### config.mk
export PLATFORM = sky130hd
export DESIGN_NAME = int_pow_log
export DESIGN_NICKNAME = d
export VERILOG_FILES = /design/src/rtl/int_pow_log.sv
export SDC_FILE = /design/constraint.sdc
export NUM_CORES = 1
export LEC_CHECK = 0
export ABC_AREA = 1
export BUFFER_PORTS_ARGS = -buffer_cell sky130_fd_sc_hd__buf_2
export CAP_MARGIN = 30
export CELL_PAD_IN_SITES_DETAIL_PLACEMENT = 0
export CELL_PAD_IN_SITES_GLOBAL_PLACEMENT = 1
export CORE_MARGIN = 2
export CORE_UTILIZATION = 41
export DETAILED_ROUTE_END_ITERATION = 12
export PLACE_DENSITY = 0.77
export SETUP_SLACK_MARGIN = 0.3
export SYNTH_ARGS = -nofsm -noshare
export SYNTH_HDL_FRONTEND = slang
export SYNTH_SLANG_ARGS = --single-unit
### constraint.sdc
create_clock -name clk -period 7.9 [get_ports clk]
set_clock_uncertainty 0.15 [all_clocks]
set_input_delay 0.79 -clock clk [delete_from_list [all_inputs] [get_ports clk]]
set_output_delay 0.79 -clock clk [all_outputs]
set_load 0.03 [all_outputs]
### src/rtl/int_pow_log.sv
// int_pow_log: iterative unsigned integer power (saturating) and floor-log,
// one acc*base multiply per RUN cycle.
module int_pow_log #(
  parameter int WIDTH = 16,
  parameter int EXPW  = 8
) (
  input  logic             clk,
  input  logic             rst,
  input  logic             start,
  input  logic             mode,
  input  logic [WIDTH-1:0] base,
  input  logic [WIDTH-1:0] target,
  input  logic [EXPW-1:0]  exp_in,
  output logic             busy,
  output logic             done,
  output logic [WIDTH-1:0] result,
  output logic             ovf,
  output logic             err
);
  localparam int LW = $clog2(WIDTH + 2);
  localparam int CW = (EXPW > LW) ? EXPW : LW;
  typedef enum logic [1:0] {IDLE, RUN, DONE} state_t;
  state_t             state_q, state_d;
  logic               mode_q, mode_d;
  logic [WIDTH-1:0]   base_q, base_d, target_q, target_d, acc_q, acc_d;
  logic [WIDTH-1:0]   result_q, result_d;
  logic [CW-1:0]      cnt_q, cnt_d;
  logic               ovf_q, ovf_d, err_q, err_d, busy_q, done_q;
  logic [2*WIDTH-1:0] p;
  always_comb begin
    state_d  = state_q;
    mode_d   = mode_q;
    base_d   = base_q;
    target_d = target_q;
    acc_d    = acc_q;
    cnt_d    = cnt_q;
    result_d = result_q;
    ovf_d    = ovf_q;
    err_d    = err_q;
    p        = {{WIDTH{1'b0}}, acc_q} * {{WIDTH{1'b0}}, base_q};
    case (state_q)
      IDLE: if (start) begin
        mode_d   = mode;
        base_d   = base;
        target_d = target;
        acc_d    = WIDTH'(1);
        cnt_d    = mode ? CW'(exp_in) : '0;
        // illegal LOG operands finish without any RUN cycle
        if (!mode && (base < WIDTH'(2) || target == '0)) begin
          state_d  = DONE;
          result_d = '0;
          ovf_d    = 1'b0;
          err_d    = 1'b1;
        end else begin
          state_d = RUN;
        end
      end
      RUN: if (!mode_q) begin
        if (p > {{WIDTH{1'b0}}, target_q}) begin
          state_d  = DONE;
          result_d = WIDTH'(cnt_q);
          ovf_d    = 1'b0;
          err_d    = 1'b0;
        end else begin
          acc_d = p[WIDTH-1:0];
          cnt_d = cnt_q + CW'(1);
        end
      end else if (cnt_q == '0) begin
        state_d  = DONE;
        result_d = acc_q;
        ovf_d    = 1'b0;
        err_d    = 1'b0;
      end else if (|p[2*WIDTH-1:WIDTH]) begin
        state_d  = DONE;
        result_d = '1;
        ovf_d    = 1'b1;
        err_d    = 1'b0;
      end else begin
        acc_d = p[WIDTH-1:0];
        cnt_d = cnt_q - CW'(1);
      end
      DONE:    state_d = IDLE;
      default: state_d = IDLE;
    endcase
  end
  always_ff @(posedge clk or negedge rst) begin
    if (!rst) begin
      state_q  <= IDLE;
      mode_q   <= 1'b0;
      base_q   <= '0;
      target_q <= '0;
      acc_q    <= WIDTH'(1);
      cnt_q    <= '0;
      result_q <= '0;
      ovf_q    <= 1'b0;
      err_q    <= 1'b0;
      busy_q   <= 1'b0;
      done_q   <= 1'b0;
    end else begin
      state_q  <= state_d;
      mode_q   <= mode_d;
      base_q   <= base_d;
      target_q <= target_d;
      acc_q    <= acc_d;
      cnt_q    <= cnt_d;
      result_q <= result_d;
      ovf_q    <= ovf_d;
      err_q    <= err_d;
      busy_q   <= (state_d == RUN);
      done_q   <= (state_d == DONE);
    end
  end
  assign busy   = busy_q;
  assign done   = done_q;
  assign result = result_q;
  assign ovf    = ovf_q;
  assign err    = err_q;
endmodule

==> impl_metrics.env, run 1 <==
export IMPL_outcome="complete, no violations"
export IMPL_end_kind="register"
export IMPL_area_delta_synth_final_pct=8.82
export IMPL_grt_overflow=0
export IMPL_cts_tree="done"
export IMPL_antenna_found_initial=0
export IMPL_grt_pass1_wl_um=62200
export IMPL_final_hold_viol_count=0
export IMPL_vias=11600
export IMPL_max_slew_margin_rel=0.365
export IMPL_arrival_ns=7.35
export IMPL_max_freq_mhz=139
export IMPL_setup_ws_ns=0.683
export IMPL_clk_path_buf_depth=2
export IMPL_crit_buf_inv=6
export IMPL_crit_type="register to register"
export IMPL_dp_cells=2412
export IMPL_syn_num_nets=2322
export IMPL_clk_pin_slew_ns=0.07
export IMPL_slowest_delay_ns=0.53
export IMPL_rsz0062_at_grt="false"
export IMPL_diodes=0
export IMPL_slowest_stage="fa_1"
export IMPL_stdcell_count=2431
export IMPL_core_area_um2=33400
export IMPL_cp_required_ns=8.03
export IMPL_dieArea_um2=35300
export IMPL_ys_top_cells_by_area="fa_1, nand2_1, dfrtp_1, inv_1, ha_1"
export IMPL_syn_area_um2=13900
export IMPL_synth_distinct_cells=42
export IMPL_min_path_type="input port to asynchronous set/reset pin"
export IMPL_dr_pass1_iters=5
export IMPL_fin_crit_ns=7.22
export IMPL_die_h_um=188
export IMPL_yosysTopAreaCellShare=0.282
export IMPL_vias_per_cell=4.76
export IMPL_maxCapViolations=0
export IMPL_routabilityCongestion=0.917
export IMPL_tightest_slew_ns=0.949
export IMPL_fin_crit_sh=0.914
export IMPL_fin_util=0.452
export IMPL_rows=67
export IMPL_dp_hpwl_um=30700
export IMPL_synth_top_area_cell="fa_1"
export IMPL_dp_slack_ns=0.372
export IMPL_ys_ff_latch=79
export IMPL_fp_dieW_um=188
export IMPL_ff_latch_area_um2=2000
export IMPL_clk_latency_ns=0.35
export IMPL_synth_yosys_seq_area_share=0.143
export IMPL_wl_per_cell_um=15.1
export IMPL_grt_usage=0.220
export IMPL_grt_start_max_net_pins=66
export IMPL_crit_fanout=13
export IMPL_drc=0
export IMPL_antenna_left=0
export IMPL_cpMostUsedCell="fa_1"
export IMPL_nFillCells=3426
export IMPL_synthCells=1957
export IMPL_tns_ns=0
export IMPL_port_buffers=63
export IMPL_initial_core_util=0.415
export IMPL_drive_gt1_frac=0.0822
export IMPL_cts_buffers=9
export IMPL_grt_pass1_vias=12000
export IMPL_multiInputGateArea_um2=9640
export IMPL_routed_wl_um=36600
export IMPL_clockRootBuffer="clkbuf_16"
export IMPL_yosys_warnings=0
export IMPL_drv_slew=0
export IMPL_cp_start_kind="register"
export IMPL_r2r_slack_ns=0.68
export IMPL_drt_iter0_drc=814
export IMPL_crit_family="adder cells"
export IMPL_cts_sinks=79
export IMPL_setup_viol=0
export IMPL_nets=2343
export IMPL_ios=64
export IMPL_h_tree_depth=3
export IMPL_syn_avg_cell_area_um2=7.08
-- registers in the layout, indices dropped and copies added (netlist names) --
signal,cells
base_q,16
mode_q,1
acc_q,16
ovf,1
result,16
target_q,16
done,1
state_q,2
cnt_q,8
err,1
busy,1
-- layer usage --
layer	global-route usage	up-vias	part of all wire
met5	0.0151	-	0.0019
met4	0.0442	2	0.012
met3	0.0309	27	0.053
met2	0.344	248	0.45
met1	0.325	5575	0.48
li1	-	5721	-
-- cells in the mapped netlist, drive strengths merged --
cell type	n
nand3b	1
xnor2	4
o21ai	35
dfrtp	78
o21bai	3
nand3	98
o211ai	2
inv	511
a21boi	1
a211oi	2
o2111ai	1
nand4	16
buf	19
o41ai	1
nor4	5
a21o	1
or2	1
a21oi	38
nor2	89
dfstp	1
and2	5
nand2	631
o21a	1
clkinv	1
ha	126
nor3b	1
xor2	14
clkbuf	70
nor3	6
fa	195
-- through the flow --
| stage | hold WS (ns) | area [um^2] |
|---|---|---|
| 6_report | 0.144 | 15100 |
| 5_1_grt | 0.148 | 15100 |
| 4_1_cts | 0.149 | 14900 |
| 3_5_place_dp | 0.323 | 14600 |
| 3_3_place_gp | 0.316 | 14600 |
| 2_1_floorplan | 0.303 | 13900 |
-- kinds of logic (layout without fill, tap and decap cells) --
group                    after synthesis  in the layout  synth area share
AO/OA/AOI/OAI                         85             85            0.0339
XOR/XNOR                              18             18            0.0114
adder cells (fa/ha/maj)              321            321             0.396
buffers and inverters                601            627             0.166
flip-flops                            79             79             0.143
AND/OR/NAND/NOR                      853            853             0.251
-- path summary, 6_finish.rpt --
path | startpoint | end | cells after the start
max | acc_q[11] | acc_q[5] | 30
min | rst | base_q[12] | 1
max reg2reg | acc_q[11] | acc_q[5] | 30
min reg2reg | target_q[1] | target_q[1] | 2
max in group asynchronous | rst | acc_q[0] | 2
min in group clk | target_q[1] | target_q[1] | 2
-- cell usage in the layout, fill, tap and decap left out, types with 3 or more instances in the layout --
cell,synthesis,layout
inv_2,8,8
buf_4,4,30
xor2_1,14,12
a21oi_1,37,36
clkbuf_16,0,9
nor2_1,83,83
buf_2,10,63
buf_6,2,4
nor3_1,6,6
fa_1,195,195
o21bai_1,3,3
and2_1,4,4
nand2_2,4,5
ha_1,126,125
nand2_1,626,624
nor2_2,5,4
xnor2_1,4,4
o21ai_0,35,35
nand3_1,95,95
nor4_1,5,5
inv_1,503,503
dfrtp_2,0,14
dfrtp_1,78,63
nand4_1,15,15
-- repair_timing --
action                     CTS  global route
hold endpoints to repair     0             0
resized for setup            0            31
setup buffers                0             2
hold buffers                 0             0
setup endpoints to repair    0            46
-- final cells by class --
| class | count | area share |
|---|---|---|
| Clock buffer | 11 | 0.0161 |
| Clock inverter | 5 | 0.00539 |
| Inverter | 512 | 0.127 |
| Multi-Input combinational cell | 1277 | 0.639 |
| Sequential cell | 79 | 0.133 |
| Tap cell | 448 | 0.0372 |
| Timing Repair Buffer | 99 | 0.0420 |
Power of run 1 is left out: the tool's default activity adds up to more than one toggle a clock period on the data nets, which glitch-free logic cannot reach.
==> run 2, diff against run 1 <==
--- a/config.mk
+++ b/config.mk
@@ -11,9 +11,9 @@
 export CELL_PAD_IN_SITES_DETAIL_PLACEMENT = 0
 export CELL_PAD_IN_SITES_GLOBAL_PLACEMENT = 1
 export CORE_MARGIN = 2
-export CORE_UTILIZATION = 41
+export CORE_UTILIZATION = 47
 export DETAILED_ROUTE_END_ITERATION = 12
-export PLACE_DENSITY = 0.77
+export PLACE_DENSITY = 0.86
 export SETUP_SLACK_MARGIN = 0.3
 export SYNTH_ARGS = -nofsm -noshare
 export SYNTH_HDL_FRONTEND = slang
==> run 2 against run 1 <==
Against the previous run:
- critical path type unchanged
- cell area down 0.46%
- maximum frequency down 0.87%
- global-route usage up 1.9 points
- sequential cell count unchanged
==> impl_metrics.env, run 2 (synthesized netlist as in run 1, its figures left out) <==
export IMPL_cp_required_ns=7.98
export IMPL_routabilityCongestion=0.926
export IMPL_max_freq_mhz=137
export IMPL_diodes=0
export IMPL_grt_overflow=0
export IMPL_drt_iter0_drc=786
export IMPL_grt_pass1_vias=11600
export IMPL_grt_pass1_wl_um=59400
export IMPL_fin_crit_sh=0.922
export IMPL_antenna_found_initial=0
export IMPL_cp_start_kind="register"
export IMPL_vias=11600
export IMPL_grt_start_max_net_pins=66
export IMPL_crit_fanout=24
export IMPL_clk_pin_slew_ns=0.07
export IMPL_h_tree_depth=3
export IMPL_crit_type="register to register"
export IMPL_grt_usage=0.239
export IMPL_drc=0
export IMPL_max_slew_margin_rel=0.370
export IMPL_routed_wl_um=35400
export IMPL_cts_buffers=9
export IMPL_clk_path_buf_depth=2
export IMPL_initial_core_util=0.480
export IMPL_cts_tree="done"
export IMPL_drv_slew=0
export IMPL_fin_crit_ns=7.28
export IMPL_arrival_ns=7.36
export IMPL_vias_per_cell=4.90
export IMPL_tns_ns=0
export IMPL_fp_dieW_um=176
export IMPL_area_delta_synth_final_pct=8.32
export IMPL_rsz0062_at_grt="false"
export IMPL_dieArea_um2=30900
export IMPL_dp_hpwl_um=29900
export IMPL_antenna_left=0
export IMPL_nets=2340
export IMPL_slowest_delay_ns=0.53
export IMPL_clockRootBuffer="clkbuf_16"
export IMPL_min_path_type="input port to asynchronous set/reset pin"
export IMPL_rows=62
export IMPL_layout_common_cells="nand2_1, inv_1, fa_1"
export IMPL_maxCapViolations=0
export IMPL_setup_viol=0
export IMPL_core_area_um2=28900
export IMPL_cts_sinks=79
export IMPL_wl_per_cell_um=15.0
export IMPL_nFillCells=2893
export IMPL_drive_gt1_frac=0.0783
export IMPL_ios=64
export IMPL_final_hold_viol_count=0
export IMPL_dr_pass1_iters=5
export IMPL_slowest_stage="fa_1"
export IMPL_cpMostUsedCell="nand2_1"
export IMPL_final_common_cell="nand2_1"
export IMPL_outcome="complete, no violations"
export IMPL_clk_latency_ns=0.35
export IMPL_end_kind="register"
export IMPL_port_buffers=63
export IMPL_die_h_um=176
export IMPL_cts_setup_buffers=0
export IMPL_tightest_slew_ns=0.941
run 2: final cells by class:
cell class,count,area (um^2),share of cell area
Tap cell,384,480,0.0320
Sequential cell,79,1990,0.132
Timing Repair Buffer,96,621,0.0414
Clock buffer,10,239,0.0159
Clock inverter,6,92.6,0.00617
Multi-Input combinational cell,1277,9670,0.644
Inverter,512,1920,0.128
run 2: per-layer routing:
metal	GRT usage	part of all wire
met4	0.0279	0.0081
met5	0	0
met3	0.0299	0.052
met1	0.359	0.48
met2	0.382	0.46
run 2: worst paths after layout:
check	from	end	slack, ns	cells past startpoint
max	acc_q[9]	acc_q[9]	0.62	31
max reg2reg	acc_q[9]	acc_q[9]	0.62	31
max in group asynchronous	rst	acc_q[0]	6.82	2
min	rst	base_q[11]	0.15	1
min reg2reg	target_q[1]	target_q[1]	0.34	2
min in group clk	target_q[1]	target_q[1]	0.34	2
run 2: per-stage QoR:
stage / hold slack, ns / instances / instance area (um^2) / util / worst slack (ns)
2_1_floorplan: 0.303 / 1957 / 13900 / - / 1.03
3_3_place_gp: 0.318 / 2346 / 14500 / 0.503 / 0.338
3_5_place_dp: 0.323 / 2348 / 14600 / 0.505 / 0.281
4_1_cts: 0.156 / 2364 / 14900 / 0.516 / 0.355
5_1_grt: 0.160 / 2364 / 15000 / 0.520 / 0.286
6_report: 0.147 / 2364 / 15000 / 0.520 / 0.620
run 2: what timing repair did:
item                                    in CTS  in global routing
hold buffers                                 0                  0
gates resized for setup                      2                 23
pin swaps                                    0                  0
endpoints found under the setup margin      41                 44
run 2: worst max-delay path: cells and delay by family, from the launching register on:
kind | cells | cell delay, ns
xor gates and xnor gates | 1 | 0.22
and+or+nand+nor | 13 | 1.55
DFF | 1 | 0.50
adders and majority gates | 8 | 3.72
AOI/OAI and AO/OA | 2 | 0.24
buffers and inverters | 7 | 0.78
Power of run 2 is left out for the same reason.
==> run 3, diff against run 2 <==
--- a/config.mk
+++ b/config.mk
@@ -5,15 +5,14 @@
 export SDC_FILE = /design/constraint.sdc
 export NUM_CORES = 1
 export LEC_CHECK = 0
-export ABC_AREA = 1
 export BUFFER_PORTS_ARGS = -buffer_cell sky130_fd_sc_hd__buf_2
 export CAP_MARGIN = 30
 export CELL_PAD_IN_SITES_DETAIL_PLACEMENT = 0
 export CELL_PAD_IN_SITES_GLOBAL_PLACEMENT = 1
 export CORE_MARGIN = 2
-export CORE_UTILIZATION = 47
+export CORE_UTILIZATION = 50
 export DETAILED_ROUTE_END_ITERATION = 12
-export PLACE_DENSITY = 0.86
+export PLACE_DENSITY = 0.87
 export SETUP_SLACK_MARGIN = 0.3
 export SYNTH_ARGS = -nofsm -noshare
 export SYNTH_HDL_FRONTEND = slang
==> run 3 against run 2 <==
Against the previous run:
- utilization increased by 5.4 points
- cell area decreased by 0.58%
- critical path depth fell by 3
- critical path type unchanged
- count of clock-buffer cells in the layout down 1
==> impl_metrics.env, run 3 <==
export IMPL_fp_dieW_um=167
export IMPL_initial_core_util=0.508
export IMPL_antenna_found_initial=0
export IMPL_setup_viol=0
export IMPL_synthSimpleGateAreaFrac=0.187
export IMPL_h_tree_depth=3
export IMPL_crit_family="adder cells"
export IMPL_min_path_type="input port to asynchronous set/reset pin"
export IMPL_grt_pass1_wl_um=58200
export IMPL_grt_pass1_vias=11200
export IMPL_final_hold_viol_count=0
export IMPL_core_area_um2=26000
export IMPL_final_common_cell="inv_1"
export IMPL_cp_required_ns=7.99
export IMPL_p_int_mw=2.52
export IMPL_synth_top_area_cell="fa_1"
export IMPL_drv_slew=0
export IMPL_dieArea_um2=27700
export IMPL_timing_hold_ws_ns=0.147
export IMPL_drt_iter0_drc=776
export IMPL_arrival_ns=7.51
export IMPL_p_clk_frac=0.087
export IMPL_syn_num_nets=1886
export IMPL_vdd_drop_max_v=0.000246
export IMPL_crit_buf_inv=10
export IMPL_layout_common_cells="inv_1, nand2_1, fa_1"
export IMPL_synth_distinct_cells=62
export IMPL_ys_ff_latch=79
export IMPL_syn_avg_cell_area_um2=8.69
export IMPL_synthAdderAreaFrac=0.415
export IMPL_rows=59
export IMPL_async_reset_ff_frac=1.00
export IMPL_die_h_um=167
export IMPL_drc=0
export IMPL_p_comb_frac=0.761
export IMPL_synth_yosys_seq_area_share=0.150
export IMPL_yosysMostFrequentCell="inv_1"
export IMPL_clk_path_buf_depth=2
export IMPL_r2r_end="acc_q[4]"
export IMPL_max_slew_margin_rel=0.316
export IMPL_grt_usage=0.261
export IMPL_cellPowerDensity_nw_per_um2=353
export IMPL_cts_buffers=9
export IMPL_diodes=0
export IMPL_dp_cells=1893
export IMPL_max_freq_mhz=135
export IMPL_ys_flop_type="dfrtp_1"
export IMPL_yosysTopAreaCellShare=0.295
export IMPL_ys_top_cells_by_area="fa_1, dfrtp_1, ha_1, inv_1, nand2_1"
export IMPL_antenna_left=0
export IMPL_rsz0062_at_grt="true"
export IMPL_reg2reg_depth=28
export IMPL_port_buffers=63
export IMPL_clk_latency_ns=0.36
export IMPL_clockRootBuffer="clkbuf_16"
export IMPL_dp_hpwl_um=28100
export IMPL_end_kind="register"
export IMPL_synthCells=1521
export IMPL_tightest_slew_ns=1.03
export IMPL_wl_per_cell_um=18.1
export IMPL_rr_startpoint="base_q[4]"
export IMPL_crit_type="register to register"
export IMPL_slowest_delay_ns=0.55
export IMPL_synth_xor_area_frac=0.0186
export IMPL_tns_ns=0
export IMPL_routabilityCongestion=0.880
export IMPL_maxCapViolations=0
export IMPL_dr_pass1_iters=7
export IMPL_cp_start_kind="register"
export IMPL_clk_pin_slew_ns=0.08
export IMPL_power_frac_seq=0.152
export IMPL_fin_util=0.574
export IMPL_p_sw_frac=0.522
export IMPL_synth_compound_area_frac=0.101
export IMPL_crit_fanout=7
export IMPL_area_delta_synth_final_pct=12.9
export IMPL_fin_crit_sh=0.939
export IMPL_ios=64
export IMPL_yosys_warnings=0
export IMPL_vias_per_cell=5.57
export IMPL_cpMostUsedCell="fa_1"
export IMPL_synth_edf_count=0
export IMPL_grt_overflow=0
export IMPL_p_sw_mw=2.75
export IMPL_vias=10800
export IMPL_nets=1971
export IMPL_r2r_slack_ns=0.48
export IMPL_fin_crit_ns=7.42
export IMPL_synth_mux_area_fraction=0.0296
export IMPL_routed_wl_um=35200
export IMPL_synth_top_family_by_area="adder cells"
export IMPL_outcome="complete, no violations"
export IMPL_netlist_top_cells_count="inv_1, nand2_1, fa_1"
export IMPL_slowest_stage="fa_1"
export IMPL_cts_tree="done"
export IMPL_syn_area_um2=13200
export IMPL_stdcell_count=1946
export IMPL_drive_gt1_frac=0.167
export IMPL_grt_start_max_net_pins=60
export IMPL_cts_sinks=79
export IMPL_p_leak_nw=7.37
run 3: cell count changes in the layout (fill, tap and decap cells not counted), sizes merged, moves of 17 or more:
cell	change
nor2	-46
o211ai	+25
nand3	-76
a211oi	+17
inv	-256
nand2	-387
o21ai	+25
a21o	+17
mux2	+25
buf	+66
and2	+112
run 3: worst max path at each step:
stage	from	to	slack, ns	depth (start not counted)
2_1_floorplan	acc_q[10]	acc_q[4]	0.69	26
3_3_place_gp	base_q[4]	result[6]	0.20	26
3_5_place_dp	base_q[4]	result[6]	0.1	26
4_1_cts	acc_q[1]	result[6]	0.30	28
5_1_grt	base_q[6]	result[6]	0.26	29
6_report	base_q[4]	acc_q[4]	0.48	28
run 3: cell type report:
| type | instances | area, um^2 |
|---|---|---|
| Inverter | 253 | 950 |
| Fill cell | 2389 | 11100 |
| Clock buffer | 9 | 225 |
| Timing Repair Buffer | 163 | 1110 |
| Multi-Input combinational cell | 1100 | 10100 |
| Clock inverter | 7 | 80.1 |
| Tap cell | 335 | 419 |
| Sequential cell | 79 | 2000 |
run 3: logic make-up (layout without fill, tap and decap cells):
logic type      count (synthesis)  in the layout
simple gates                  509            509
buf+inv                       342            432
fa+ha+maj                     321            321
compound gates                206            206
flops                          79             79
mux                            36             36
xor+xnor                       28             28
run 3: power groups by stage:
stage          sequential [mW]  clock [mW]  combinational [mW]
6_report                 0.802       0.459                4.01
5_1_grt                  0.829       0.483                4.46
4_1_cts                  0.816       0.468                3.51
3_5_place_dp             0.827           0                3.43
3_3_place_gp             0.821           0                3.39
2_1_floorplan            0.736           0                2.48
run 3: repair_timing:
item | 4_1_cts | 5_1_grt
gates cloned | 0 | 0
setup buffers | 7 | 30
hold buffers | 0 | 0
setup endpoints to repair | 24 | 45
resized for setup | 17 | 63
pin swaps | 2 | 28
run 3: per-layer routing:
layer,up-vias,track usage,part of all wire
met4,0,0.0630,0.019
li1,5002,-,-
met5,-,0,0
met3,38,0.0390,0.056
met2,299,0.421,0.47
met1,5506,0.374,0.45
run 3: per-stage QoR:
step	setup slack (ns)	total power, mW	area [um^2]
final	0.483	5.27	14900
after global routing	0.261	5.78	14900
after CTS	0.302	4.79	14500
after detailed placement	0.0999	4.26	14100
after global placement	0.203	4.21	14100
after floorplan	0.687	3.21	13200
Power figures use the tool's default switching activity.
